### src/rtl/fifo_tx_pkg.sv
// rtl/fifo_tx_pkg.sv - shared types and helpers for the FIFO-fed serial transmitter
//
// Contents:
//   state_e     : transmitter FSM states
//   IDLE_LEVEL  : level driven on the serial line when no bit is being sent
//   clog2()     : counter width helper, never returns less than 1
package fifo_tx_pkg;

    typedef enum logic [2:0] {
        IDLE   = 3'd0,
        FETCH  = 3'd1,
        WAIT   = 3'd2,
        START  = 3'd3,
        DATA   = 3'd4,
        PARITY = 3'd5,
        STOP   = 3'd6
    } state_e;

    localparam logic IDLE_LEVEL = 1'b1;

    // Width needed to hold the values 0 .. value-1.
    function automatic int clog2(input int value);
        int width;
        width = 1;
        while ((1 << width) < value) begin
            width = width + 1;
        end
        return width;
    endfunction

endpackage

### src/rtl/baud_tick_gen.sv
// rtl/baud_tick_gen.sv - bit-period timer for the serial transmitter
//
// Ports:
//   clk      in  : clock, posedge
//   reset    in  : synchronous active-high reset
//   clear    in  : restart the bit period on the next cycle
//   bit_tick out : high on the last cycle of each CLKS_PER_BIT period
module baud_tick_gen
    import fifo_tx_pkg::*;
#(
    parameter int CLKS_PER_BIT = 16
) (
    input  logic clk,
    input  logic reset,
    input  logic clear,
    output logic bit_tick
);

    localparam int CW = clog2(CLKS_PER_BIT);
    localparam logic [CW-1:0] LAST_COUNT = CW'(CLKS_PER_BIT - 1);

    logic [CW-1:0] count_q;
    logic [CW-1:0] count_d;

    // Tick is a decode of the registered count, so it never depends on clear.
    assign bit_tick = (count_q == LAST_COUNT);

    always_comb begin
        count_d = count_q + CW'(1);
        if (clear || bit_tick) begin
            count_d = '0;
        end
    end

    always_ff @(posedge clk) begin
        if (reset) begin
            count_q <= '0;
        end else begin
            count_q <= count_d;
        end
    end

endmodule

### src/rtl/fifo_serial_tx.sv
// rtl/fifo_serial_tx.sv - pops bytes from a synchronous FIFO and sends them as UART frames
//
// Frame: start bit (low), DATA_W data bits LSB first, optional even parity,
// STOP_BITS stop bits (high). Every bit lasts CLKS_PER_BIT clocks.
//
// Ports:
//   clk         in  : clock, posedge
//   reset       in  : synchronous active-high reset, aborts any frame in flight
//   tx_en       in  : allows a new frame to start; a running frame always completes
//   fifo_empty  in  : FIFO empty flag (may lag the true fill level by one cycle)
//   fifo_data   in  : FIFO read data, valid the cycle after fifo_rd_en
//   fifo_rd_en  out : one-cycle pop request per frame
//   tx          out : serial line, idles high
//   busy        out : high whenever the FSM is not idle
//   frame_done  out : one-cycle pulse in the first idle cycle after a frame
module fifo_serial_tx
    import fifo_tx_pkg::*;
#(
    parameter int DATA_W       = 8,
    parameter int CLKS_PER_BIT = 16,
    parameter int PARITY_EN    = 0,
    parameter int STOP_BITS    = 1
) (
    input  logic              clk,
    input  logic              reset,
    input  logic              tx_en,
    input  logic              fifo_empty,
    input  logic [DATA_W-1:0] fifo_data,
    output logic              fifo_rd_en,
    output logic              tx,
    output logic              busy,
    output logic              frame_done
);

    localparam int BIT_CW = clog2(DATA_W + STOP_BITS);
    localparam logic [BIT_CW-1:0] LAST_DATA_BIT = BIT_CW'(DATA_W - 1);
    localparam logic [BIT_CW-1:0] LAST_STOP_BIT = BIT_CW'(STOP_BITS - 1);

    state_e              state_q;
    state_e              state_d;
    logic [DATA_W-1:0]   shift_q;
    logic [DATA_W-1:0]   shift_d;
    logic                parity_q;
    logic                parity_d;
    logic [BIT_CW-1:0]   bit_cnt_q;
    logic [BIT_CW-1:0]   bit_cnt_d;
    logic                frame_done_q;
    logic                frame_done_d;
    logic                bit_tick;
    logic                baud_clear;

    // Restarting the timer on every state change keeps each state's first
    // cycle aligned to count zero, so bit periods never drift.
    assign baud_clear = (state_d != state_q);

    baud_tick_gen #(
        .CLKS_PER_BIT(CLKS_PER_BIT)
    ) u_baud (
        .clk     (clk),
        .reset   (reset),
        .clear   (baud_clear),
        .bit_tick(bit_tick)
    );

    always_comb begin
        state_d      = state_q;
        shift_d      = shift_q;
        parity_d     = parity_q;
        bit_cnt_d    = bit_cnt_q;
        frame_done_d = 1'b0;

        case (state_q)
            IDLE: begin
                // The empty flag is only looked at here, long after the
                // previous pop, so its one-cycle lag has already settled.
                if (tx_en && !fifo_empty) begin
                    state_d = FETCH;
                end
            end
            FETCH: begin
                state_d = WAIT;
            end
            WAIT: begin
                // Read data is valid one cycle after the pop.
                shift_d  = fifo_data;
                parity_d = ^fifo_data;
                state_d  = START;
            end
            START: begin
                if (bit_tick) begin
                    state_d = DATA;
                end
            end
            DATA: begin
                if (bit_tick) begin
                    shift_d = shift_q >> 1;
                    if (bit_cnt_q == LAST_DATA_BIT) begin
                        bit_cnt_d = '0;
                        if (PARITY_EN != 0) begin
                            state_d = PARITY;
                        end else begin
                            state_d = STOP;
                        end
                    end else begin
                        bit_cnt_d = bit_cnt_q + BIT_CW'(1);
                    end
                end
            end
            PARITY: begin
                if (bit_tick) begin
                    state_d = STOP;
                end
            end
            STOP: begin
                if (bit_tick) begin
                    if (bit_cnt_q == LAST_STOP_BIT) begin
                        bit_cnt_d    = '0;
                        frame_done_d = 1'b1;
                        state_d      = IDLE;
                    end else begin
                        bit_cnt_d = bit_cnt_q + BIT_CW'(1);
                    end
                end
            end
            default: begin
                state_d = IDLE;
            end
        endcase
    end

    always_ff @(posedge clk) begin
        if (reset) begin
            state_q      <= IDLE;
            shift_q      <= '0;
            parity_q     <= 1'b0;
            bit_cnt_q    <= '0;
            frame_done_q <= 1'b0;
        end else begin
            state_q      <= state_d;
            shift_q      <= shift_d;
            parity_q     <= parity_d;
            bit_cnt_q    <= bit_cnt_d;
            frame_done_q <= frame_done_d;
        end
    end

    // Line level is a pure decode of registered state.
    always_comb begin
        tx = IDLE_LEVEL;
        case (state_q)
            START:   tx = ~IDLE_LEVEL;
            DATA:    tx = shift_q[0];
            PARITY:  tx = parity_q;
            default: tx = IDLE_LEVEL;
        endcase
    end

    assign fifo_rd_en = (state_q == FETCH);
    assign busy       = (state_q != IDLE);
    assign frame_done = frame_done_q;

endmodule

### config.mk
export PLATFORM = sky130hd
export DESIGN_NAME = fifo_serial_tx
export DESIGN_NICKNAME = d
export VERILOG_FILES = /design/src/rtl/fifo_tx_pkg.sv /design/src/rtl/baud_tick_gen.sv /design/src/rtl/fifo_serial_tx.sv
export SDC_FILE = /design/constraint.sdc
export NUM_CORES = 1
export LEC_CHECK = 0
export ABC_AREA = 1
export BUFFER_PORTS_ARGS = -buffer_cell sky130_fd_sc_hd__buf_2
export CORE_ASPECT_RATIO = 1.75
export CORE_MARGIN = 10
export CORE_UTILIZATION = 25
export CTS_CLUSTER_DIAMETER = 30
export DETAILED_ROUTE_END_ITERATION = 10
export HOLD_SLACK_MARGIN = 0.06
export PLACE_DENSITY = 0.4
export SYNTH_ARGS = -nofsm -noshare
export SYNTH_HDL_FRONTEND = slang
export SYNTH_SLANG_ARGS = --single-unit
### constraint.sdc
create_clock -name clk -period 1.34 [get_ports clk]
set_input_delay 0 -clock clk [delete_from_list [all_inputs] [get_ports clk]]
set_output_delay 0 -clock clk [all_outputs]
set_load 0.05 [all_outputs]
==> qor.yml <==
max_cap_violations: 0
detail_route.wl_per_cell_um: 12.7
grtUsageTotal_pct: 8.66
fmax_mhz: 747
fin_tns_setup_ps: 0
finish.utilization_pct: 41.3
crit_fanout: 7
finalCriticalPeriod_ps: 1340
num_vias: 1293
die_h_um: 113
drc: 0
hold_path_depth: 3
grt_pass1_wl_um: 5920
whs_ps: 79.1
synth_area_um2: 1250
clk_latency_ps: 260
postSynthCellCount: 166
min_period_over_period_pct: 99.9
routabilityCongestion: 0.817
synthToLayoutAreaGrowth_pct: 61.9
syn_nets: 181
core_area_um2: 4890
fin_worst_skew_ps: 5.78
drive_gt1_share_pct: 48.9
numCtsBuffers: 3
critPathCaptureType: "register"
min_from: "fifo_data[0]"
p_leak_nw: 0.851
clock_power_share_pct: 23.6
cts.sinks: 21
htreeDepth: 1
switchingPower_uw: 604
hold_class: "input port to register"
first_global_vias: 1358
drt_first_iter_violations: 40
hpwl_um: 2550
rsz0062_at_grt: "true"
cp_data_arrival_time_ps: 1490
seqPwrFrac_pct: 40.0
yosysTopAreaCellShare_pct: 33.7
drt-vias-per-instance: 4.67
die_area_um2: 8320
r2r-end: "shift_q[2]"
cts_tree: "built"
ir_drop_uv: 552
grt_max_degree: 14
worstSetupPathType: "register to register"
slew_violations: 0
worst-endpoint-required_ps: 1490
initial_core_util_pct: 25.5
ys_warn_count: 0
finalSetupViolCount: 0
ys_types: 32
ys_top_cells_by_area: "dfxtp_1 (34%), nand2_1 (11%), nand3_1 (5.6%)"
final_cell_mix: "nand2_1 (30), buf_4 (27), dfxtp_1 (14), buf_2 (14)"
final_common_cell: "nand2_1"
status: "completed"
switching_share_pct: 33.1
r2r-start: "state_q[0]"
worstHoldEndpoint: "shift_q[0]"
intPower_mw: 1.22
finalNetCount: 239
slew_headroom_pct: 80.2
ys_seq_elements: 21
dr.pass1.iters: 4
io_pins: 16
r2r_setup_slack_ps: 1
clockBufferDepth: 2
p_comb_share_pct: 36.4
ff2ff_path_depth: 8
total_power_mw: 1.82
powerDensity_nw_per_um2: 903
place_inst: 254
start_kind: "register"
final_antenna_net_count: 0
path_clk_slew_ps: 80
antenna_found_initial: 0
chipWidth_um: 73.4
clockRootBuffer: "clkbuf_8"
tightest_slew_ps: 295
syn_area_per_cell_um2: 7.51
yosys.area.top_type: "dfxtp_1"
stdcell_count: 277
num_rows: 34
hold_violations: 0
port_buffers: 15
synth_seq_area_share_pct: 33.7
n_antenna_cell: 0
gr-total-overflow: 0
fillers: 487
routed_wl_um: 3510
-- kinds of logic after synthesis --
| logic type | synth area share, % |
|---|---|
| AOI/OAI and AO/OA | 13.8 |
| xor gates and xnor gates | 6.33 |
| adders and majority gates | 3.01 |
| buffers and inverters | 7.53 |
| DFF | 33.7 |
| and+or+nand+nor | 35.6 |
-- state kept, by name, indices dropped and copies added, names as in the netlist --
| signal | flops |
|---|---|
| shift_q | 8 |
| bit_cnt_q | 4 |
| u_baud.count_q | 4 |
| state_q | 3 |
| parity_q | 1 |
| frame_done | 1 |
-- synth_stat cells (all sizes together) --
master and n:
nand2 39, dfxtp 21, nand3 18, inv 17
nor2 16, o21ai 12, a31oi 7, nor3 7
a21oi 6, xnor2 6, buf 3, ha 3
xor2 3, nand2b 2, a21o 1, and2 1
clkbuf 1, nand4 1, o211ai 1, o31ai 1
-- routing by layer --
layer	vias up	global-route usage, %	share of wire, %
li1	662	-	-
met1	617	9.10	39
met2	10	16.1	57
met3	4	1.74	1.9
met4	0	3.12	1.4
met5	-	0	0
-- power groups by stage --
stage,Sequential [mW],Clock [mW],Combinational (mW)
6_report,0.729,0.430,0.663
3_5_place_dp,0.732,0,0.463
3_3_place_gp,0.730,0,0.459
5_1_grt,0.734,0.474,0.725
4_1_cts,0.718,0.448,0.627
2_1_floorplan,0.725,0,0.302
-- critical path, cell delays in order (launching register included) --
cell and delay, ps:
dfxtp_2 340, buf_6 130, nor2_8 110, buf_12 130
nand2_8 50, o21ai_4 160, buf_4 150, buf_12 110
a31oi_1 70
-- worst max path at each step --
stage	from	end	slack [ps]	cells past startpoint
after floorplan	state_q[2]	tx	-20	3
after global routing	state_q[0]	bit_cnt_q[0]	-120	9
after detailed placement	u_baud.count_q[1]	bit_cnt_q[0]	-30	6
after CTS	state_q[0]	shift_q[2]	-30	8
final	state_q[0]	shift_q[2]	1	8
after global placement	bit_cnt_q[1]	u_baud.count_q[3]	-3	8
-- area by class of cell --
type	instances	area, um2	area share [%]
multi-input cells	124	933	46.2
repair buffers	57	469	23.2
flip-flops and latches	21	434	21.5
inverters	17	68.8	3.41
well taps	54	67.6	3.35
clock buffers	4	45.0	2.23
-- stage by stage --
step	setup slack, ps	instance area (um2)
3_3_place_gp	-3.25	1580
4_1_cts	-34.1	1900
5_1_grt	-119	2020
6_report	1.36	2020
2_1_floorplan	-23.7	1290
3_5_place_dp	-33.3	1580
-- repair_timing --
item / 4_1_cts / 5_1_grt
setup buffers: 9 / 2
hold buffers: 8 / 0
resized for setup: 22 / 35
gates cloned: 1 / 0
pin swaps: 6 / 4
endpoints found under the setup margin: 12 / 19
endpoints found under the hold margin: 9 / 0
(Power assumes the default switching activity.)
